**config.mk**
```make
export PLATFORM = sky130hd
export DESIGN_NAME = cmp_operand_stage
export DESIGN_NICKNAME = d
export VERILOG_FILES = /design/src/rtl/cmp_operand_stage.sv
export SDC_FILE = /design/constraint.sdc
export NUM_CORES = 1
export LEC_CHECK = 0
export CORE_MARGIN = 10
export CORE_UTILIZATION = 35
export CTS_CLUSTER_DIAMETER = 60
export DETAILED_ROUTE_END_ITERATION = 8
export PLACE_DENSITY_LB_ADDON = 0.2
export SETUP_SLACK_MARGIN = 0.2
export SLEW_MARGIN = 20
export SYNTH_ARGS = -nofsm -noshare
export SYNTH_HDL_FRONTEND = slang
export SYNTH_SLANG_ARGS = --single-unit
```
**constraint.sdc**
```tcl
create_clock -name clk -period 3.6 [get_ports clk]
set_input_delay 1.08 -clock clk [delete_from_list [all_inputs] [get_ports clk]]
set_output_delay 1.08 -clock clk [all_outputs]
set_load 0.01 [all_outputs]
```
**src/rtl/cmp_operand_stage.sv**
```systemverilog
// -----------------------------------------------------------------------------
// cmp_operand_stage
//
// Operand staging and sequencing for an external 8-bit identity comparator.
// The block holds two operand registers (P, Q) that drive the comparator
// pins. On a compare request it asserts the comparator enable and holds it
// for SETTLE_CYCLES cycles plus one sample cycle. At the end of the sample
// cycle it captures the comparator result, pulses done, and updates a
// saturating count of matches.
//
// Parameters
//   SETTLE_CYCLES  cycles g_n is held low before the sample cycle (1..15)
//
// Ports
//   clk          in   sole clock, rising edge
//   rst_n        in   asynchronous active-low reset
//   data_in[7:0] in   operand load bus
//   ld_p         in   load data_in into P (accepted only when idle)
//   ld_q         in   load data_in into Q (accepted only when idle)
//   start        in   compare request (ignored while busy)
//   eq_n         in   active-low P=Q result from the comparator
//   p_out[7:0]   out  registered P operand
//   q_out[7:0]   out  registered Q operand
//   g_n          out  active-low comparator enable
//   busy         out  compare in progress
//   done         out  one-cycle compare-complete pulse
//   match        out  compare result flag
//   match_count  out  saturating count of matching compares
//
// Build option
//   CMP_STICKY_EN  when defined, match accumulates (OR) across compares and
//                  is cleared by any accepted ld_p/ld_q. When undefined,
//                  match shows only the latest compare result.
// -----------------------------------------------------------------------------
module cmp_operand_stage #(
    parameter int SETTLE_CYCLES = 1
) (
    input  logic       clk,
    input  logic       rst_n,
    input  logic [7:0] data_in,
    input  logic       ld_p,
    input  logic       ld_q,
    input  logic       start,
    input  logic       eq_n,
    output logic [7:0] p_out,
    output logic [7:0] q_out,
    output logic       g_n,
    output logic       busy,
    output logic       done,
    output logic       match,
    output logic [7:0] match_count
);

    typedef enum logic [1:0] {
        IDLE   = 2'd0,
        SETTLE = 2'd1,
        SAMPLE = 2'd2
    } state_t;

    localparam logic [3:0] SETTLE_LAST = 4'(SETTLE_CYCLES - 1);

    state_t     state_reg, state_next;
    logic [3:0] cnt_reg, cnt_next;
    logic [7:0] p_reg, p_next;
    logic [7:0] q_reg, q_next;
    logic       g_n_reg, g_n_next;
    logic       busy_reg, busy_next;
    logic       done_reg, done_next;
    logic       match_reg, match_next;
    logic [7:0] count_reg, count_next;
    logic       result;

    // comparator reports equality active-low
    assign result = ~eq_n;

    always_ff @(posedge clk or negedge rst_n) begin
        if (!rst_n) begin
            state_reg <= IDLE;
            cnt_reg   <= 4'd0;
            p_reg     <= 8'h00;
            q_reg     <= 8'h00;
            g_n_reg   <= 1'b1;
            busy_reg  <= 1'b0;
            done_reg  <= 1'b0;
            match_reg <= 1'b0;
            count_reg <= 8'h00;
        end else begin
            state_reg <= state_next;
            cnt_reg   <= cnt_next;
            p_reg     <= p_next;
            q_reg     <= q_next;
            g_n_reg   <= g_n_next;
            busy_reg  <= busy_next;
            done_reg  <= done_next;
            match_reg <= match_next;
            count_reg <= count_next;
        end
    end

    always_comb begin
        state_next = state_reg;
        cnt_next   = cnt_reg;
        p_next     = p_reg;
        q_next     = q_reg;
        g_n_next   = g_n_reg;
        busy_next  = busy_reg;
        done_next  = 1'b0;
        match_next = match_reg;
        count_next = count_reg;

        case (state_reg)
            IDLE: begin
                g_n_next  = 1'b1;
                busy_next = 1'b0;
                // loads and start in the same cycle are both taken; the
                // comparator sees the new operands from the first SETTLE cycle
                if (ld_p) p_next = data_in;
                if (ld_q) q_next = data_in;
`ifdef CMP_STICKY_EN
                if (ld_p || ld_q) match_next = 1'b0;
`endif
                if (start) begin
                    state_next = SETTLE;
                    cnt_next   = 4'd0;
                    g_n_next   = 1'b0;
                    busy_next  = 1'b1;
                end
            end

            SETTLE: begin
                if (cnt_reg == SETTLE_LAST) begin
                    state_next = SAMPLE;
                end else begin
                    cnt_next = cnt_reg + 4'd1;
                end
            end

            SAMPLE: begin
                state_next = IDLE;
                g_n_next   = 1'b1;
                busy_next  = 1'b0;
                done_next  = 1'b1;
`ifdef CMP_STICKY_EN
                match_next = match_reg | result;
`else
                match_next = result;
`endif
                if (result && (count_reg != 8'hFF)) begin
                    count_next = count_reg + 8'd1;
                end
            end

            default: begin
                state_next = IDLE;
                g_n_next   = 1'b1;
                busy_next  = 1'b0;
            end
        endcase
    end

    assign p_out       = p_reg;
    assign q_out       = q_reg;
    assign g_n         = g_n_reg;
    assign busy        = busy_reg;
    assign done        = done_reg;
    assign match       = match_reg;
    assign match_count = count_reg;

endmodule

```
==> results of run 1 <==
-- report_power, final --
part           internal (mW)  switching (mW)
sequential             0.536           0.121
clock                  0.193           0.127
combinational          0.399           0.250
-- area by class of cell --
cell class	instances	area, µm²	share of cell area
clock buffers	8	110	0.0534
inverters	4	15.0	0.00728
multi-input cells	71	606	0.294
flip-flops and latches	34	852	0.413
well taps	50	62.6	0.0303
repair buffers	42	418	0.203
-- synth_stat cells (all sizes together) --
library cell | instances | area share
a21oi | 5 | 0.017
and3 | 1 | 0.0076
inv | 4 | 0.010
a21o | 1 | 0.0050
a22o | 1 | 0.0059
and3b | 1 | 0.0059
buf | 2 | 0.011
nor3 | 3 | 0.013
dfstp | 1 | 0.018
mux2i | 1 | 0.0067
nor2 | 3 | 0.0076
a21boi | 1 | 0.0050
a41oi | 1 | 0.0059
mux2 | 18 | 0.14
o21ai | 3 | 0.013
nand4 | 1 | 0.0084
nor2b | 2 | 0.0084
o21bai | 3 | 0.015
dfrtp | 33 | 0.55
xnor2 | 3 | 0.018
a31oi | 2 | 0.0084
o31ai | 1 | 0.0050
nand3b | 1 | 0.0050
nand3 | 1 | 0.0034
nand2b | 2 | 0.0084
nor3b | 5 | 0.048
ha | 3 | 0.025
and4 | 1 | 0.0059
nand2 | 7 | 0.019
-- per-stage QoR --
step	cell area [µm²]	utilization	hold WS, ns	setup slack (ns)	instances
after floorplan	1490	-	0.511	1.61	111
after global placement	1950	0.481	0.488	1.07	201
after detailed placement	1950	0.481	0.496	1.04	201
after CTS	2060	0.508	0.511	1.16	209
after global routing	2060	0.508	0.529	1.14	209
final	2060	0.508	0.506	1.18	209
-- logic make-up (layout without fill, tap and decap cells) --
kind of cell	Yosys count	in the layout
buf+inv	6	54
simple gates	28	28
mux	19	19
flops	34	34
fa+ha+maj	3	3
compound gates	18	18
xor+xnor	3	3
-- layout by cell type, fill, tap and decap left out, types with 3 or more instances in the layout --
cell and n:
nand2_1 6, mux2_2 18, xnor2_1 3, nor2_1 3, clkbuf_8 8, clkdlybuf4s50_1 41, dfrtp_1 33, a21oi_1 5
ha_1 3, inv_1 4, nor3b_4 3, o21bai_1 3
-- worst paths after layout --
check	end	slack (ns)	cells past startpoint
setup / recovery	g_n	1.18	1
hold reg to reg	p_out[7]$_DFFE_PN0P_	0.51	1
max in group asynchronous	g_n$_DFFE_PN1N_	2.06	2
min in group asynchronous	q_out[7]$_DFFE_PN0P_	1.21	2
hold / removal	p_out[7]$_DFFE_PN0P_	0.51	1
setup reg to reg	match_count[6]$_DFFE_PN0P_	1.98	4
-- metal layers --
| layer | vias to the layer above | global-route usage |
|---|---|---|
| met3 | 5 | 0.0440 |
| met2 | 26 | 0.142 |
| met4 | 0 | 0.0314 |
| met1 | 490 | 0.107 |
| met5 | - | 0 |
| li1 | 489 | - |
==> impl_results.md, run 1 <==
* Status: complete, no violations
* Die extent in y at 85.2 µm
* Vias per cell at 4.83
* Largest family of logic cells by synthesized area: multiplexers
* Slowest cell on the critical path: dfstp_2
* Initial antenna violation count at 0
* Worst-path cell chain: clkdlybuf4s50_1
* Detail Route met2 WL at 1510 µm
* Root Driver: clkbuf_8
* Total length of routed wires at 3160 µm
* H-tree levels at 2
* Core area at 4060 µm²
* Min-delay src: p_out[7]$_DFFE_PN0P_
* Post-CTS sizing at 0
* Launching point of the worst reg2reg path: state_reg[0]$_DFFE_PN0P_
* Pin count of the biggest net entering global routing at 35
* Global-route usage over all layers at 0.0912
* Gpl congestion at 0.796
* Synth cell types at 34
* Worst setup path start: g_n$_DFFE_PN1N_
* Row count at 23
* Nets@finish at 175
* WL met3 at 206 µm
* Initial Util at 0.367
* PwrDens at 788 nW/µm²
* Max layer used: met4
* Inserted Diodes at 0
* Mapped Area at 1490 µm²
* F_max at 413 MHz
* DR WL/cell at 15.1 µm
* Total number of yosys warnings at 0
* Worst-margin pin slew at 0.500 ns
* Wl on met1 at 1390 µm
* Final Skew at 0.00505 ns
* Layout cells sized above 1 at 0.226
* Crit path DAT at 1.34 ns
* Setup Viol. Count Final at 0
* Crit-path max cell delay at 0.53 ns
* Post-Syn Nets at 128
* Cells after synthesis at 111
* HP Class: reg -> reg
* Critical path peak fanout at 2
* Die area at 7260 µm²
* Lkg Pwr at 0.863 nW
* CTS clk-pin slew, worst paths at 0.06 ns
* Final Power at 1.63 mW
* Hold_buf cts at 0
* Clock buffer depth at 2
* First-pass iteration count of the detailed router at 4
* HPWL Detailed at 2460 µm
* Multiplexer area fraction after synthesis at 0.143
* Setup crit end kind: output pin
* Area grow syn2layout at 38.6%
* CP Buf/Inv Count at 1
* Compound-gate portion of the synthesized area at 0.0798
* Filler cells at 360
* Antenna Nets Post-Route at 0
* Num ports at 42
* Routed vias at 1010
* RSZ-0062 raised after global routing: no
* Seq cells post-synth at 34
* Max-Cap Viols at 0
* Rel. slew slack at 0.667
* Post-Synth Simple-Gate Area at 0.141
* Die X at 85.2 µm
* Xor/xnor cell area share of the yosys netlist at 0.0176
* Drt drc at 0
* CTS tree: done
* Family with the most delay on the worst path: flip-flops
* Final worst-path cycle share at 0.672
* VDD IR-drop max at 0.397 mV
* Crit path kind: reg -> out
* Worst-Skew Late Latency at 0.28 ns
* Endpoints failing hold at 0
* Fin crit period at 2.42 ns
* Post-synthesis adder-cell area fraction at 0.0252
* Sequential area share after synthesis at 0.572
* Post-synthesis area per instance at 13.4 µm²
* Vias in the first global route at 1092
* Overflow after GRT at 0
* CTS sink count at 34
* First-pass GRT wire length at 5370 µm
* TNS Setup at 0 ns
* PortBufs at 41
* Setup Fix Bufs, Post-CTS at 0
* Number of buffers created by CTS at 5
* DR iter-0 viols at 43
* WP data required at 2.52 ns
* Final Max Slew Viols at 0
* Worst setup SP type: register
(Power assumes the default switching activity.)
==> run 2: changes to the inputs <==
==> constraint.sdc (replaced) <==
create_clock -name clk -period 2.3 [get_ports clk]
set_input_delay 0.69 -clock clk [delete_from_list [all_inputs] [get_ports clk]]
set_output_delay 0.69 -clock clk [all_outputs]
set_load 0.01 [all_outputs]
==> run 2 against run 1 <==
Core utilization rose by 0.28 points; wire length increased by 3.9%; worst setup slack lost 0.91 ns; combinational power up 59%; clock skew rose by 0.0020 ns; hold slack better by 0.0062 ns; cell area is 0.55% higher; via count rose by 2.1%; die area is the same; global-route usage increased by 0.68 points; largest cell class unchanged; highest routed layer unchanged.
==> impl_results.md, run 2 (synthesis results as in run 1) <==
* Max-Cap Viols at 0
* Fin crit period at 2.03 ns
* Root Driver: clkbuf_8
* Final core utilization at 0.511
* Setup crit end kind: output pin
* Place WS at 0.144 ns
* Row count at 23
* Number of buffers created by CTS at 5
* Crit-path max cell delay at 0.53 ns
* WP data required at 1.61 ns
* Initial antenna violation count at 0
* F_max at 493 MHz
* Filler cells at 376
* Area grow syn2layout at 39.3%
* Launching point of the worst reg2reg path: cnt_reg[0]$_DFFE_PN0P_
* Inserted Diodes at 0
* PortBufs at 41
* Total length of routed wires at 3280 µm
* DR iter-0 viols at 69
* Worst setup path start: g_n$_DFFE_PN1N_
* Lkg Pwr at 0.861 nW
* Drt drc at 0
* Vias per cell at 4.91
* Crit path DAT at 1.34 ns
* Overflow after GRT at 0
* Worst setup SP type: register
* Die area at 7260 µm²
* Most frequent cells in the layout: clkdlybuf4s50_1 (41), dfrtp_1 (33), mux2_2 (18), nand2_1 (6)
* H-tree levels at 2
* Family with the most delay on the worst path: flip-flops
* Endpoints failing hold at 0
* Clock buffer depth at 2
* Num ports at 42
* Nets@finish at 176
* Initial Util at 0.367
* RSZ-0062 raised after global routing: no
* Hold_buf cts at 0
* Final hold slack at 0.512 ns
* Vias in the first global route at 1133
* Routed vias at 1031
* CTS sink count at 34
* Antenna Nets Post-Route at 0
* Die X at 85.2 µm
* CTS tree: done
* Die extent in y at 85.2 µm
* Post-CTS sizing at 0
* PwrDens at 1250 nW/µm²
* CP Buf/Inv Count at 1
* CTS clk-pin slew, worst paths at 0.07 ns
* Slowest cell on the critical path: dfstp_2
* HPWL Detailed at 2530 µm
* Most common cell after layout, fill and taps aside: clkdlybuf4s50_1
* Setup Fix Bufs, Post-CTS at 0
* HP Class: reg -> reg
* First-pass GRT wire length at 5740 µm
* Final worst-path cycle share at 0.882
* Layout cells sized above 1 at 0.231
* TNS Setup at 0 ns
* VDD IR-drop max at 0.526 mV
* Setup Viol. Count Final at 0
* Gpl congestion at 0.786
* Global-route usage over all layers at 0.0980
* DR WL/cell at 15.6 µm
* First-pass iteration count of the detailed router at 4
* Rel. slew slack at 0.671
* Crit path kind: reg -> out
* Final Skew at 0.00710 ns
* Worst-Skew Late Latency at 0.28 ns
* Min-delay src: q_out[2]$_DFFE_PN0P_
* PnR worst setup slack at 0.272 ns
* Core area at 4060 µm²
* Final Max Slew Viols at 0
* Status: complete, no violations
* Worst-path cell chain: clkdlybuf4s50_1
* Worst-margin pin slew at 0.493 ns
* Pin count of the biggest net entering global routing at 35
* Critical path peak fanout at 2
[run 2: cell count changes in the layout (fill, tap and decap cells not counted), sizes merged]
| cell | before | now |
|---|---|---|
| buf | 1 | 2 |
| clkbuf | 8 | 5 |
| clkinvlp | 0 | 2 |
| bufinv | 0 | 1 |
[run 2: power by group]
part | internal (mW) | switching [mW]
registers | 0.838 | 0.187
logic | 0.631 | 0.400
clock network | 0.322 | 0.224
total | 1.79 | 0.811
[run 2: through the flow]
stage | instance area (µm²) | power (mW) | std cells
global route | 2070 | 2.79 | 210
detailed placement | 1960 | 2.10 | 202
finish | 2070 | 2.60 | 210
global placement | 1960 | 2.06 | 202
floorplan | 1490 | 1.53 | 111
CTS | 2070 | 2.65 | 210
[run 2: final timing paths]
| check | slack (ns) | end | depth (start not counted) |
|---|---|---|---|
| worst max-delay path | 0.27 | g_n | 1 |
| worst min-delay path | 0.51 | q_out[2]$_DFFE_PN0P_ | 1 |
| worst max register to register | 0.69 | cnt_reg[1]$_DFFE_PN0P_ | 5 |
| worst min register to register | 0.51 | q_out[2]$_DFFE_PN0P_ | 1 |
| max in group asynchronous | 1.15 | g_n$_DFFE_PN1N_ | 2 |
| min in group asynchronous | 0.81 | q_out[7]$_DFFE_PN0P_ | 2 |
[run 2: area by class of cell]
cell class / instances / area [µm²] / area share
Clock buffer: 5 / 68.8 / 0.0332
Clock inverter: 3 / 45.0 / 0.0217
Inverter: 4 / 15.0 / 0.00724
Multi-Input combinational cell: 71 / 606 / 0.292
Sequential cell: 34 / 852 / 0.411
Tap cell: 50 / 62.6 / 0.0302
Timing Repair Buffer: 43 / 425 / 0.205
[run 2: layer usage]
metal	vias up	wire length [µm]	track usage	part of all wire
met5	-	0	0	0
met4	0	46	0.0359	0.014
met3	5	191	0.0440	0.058
met2	28	1620	0.153	0.49
met1	506	1430	0.115	0.43
li1	492	-	-	-
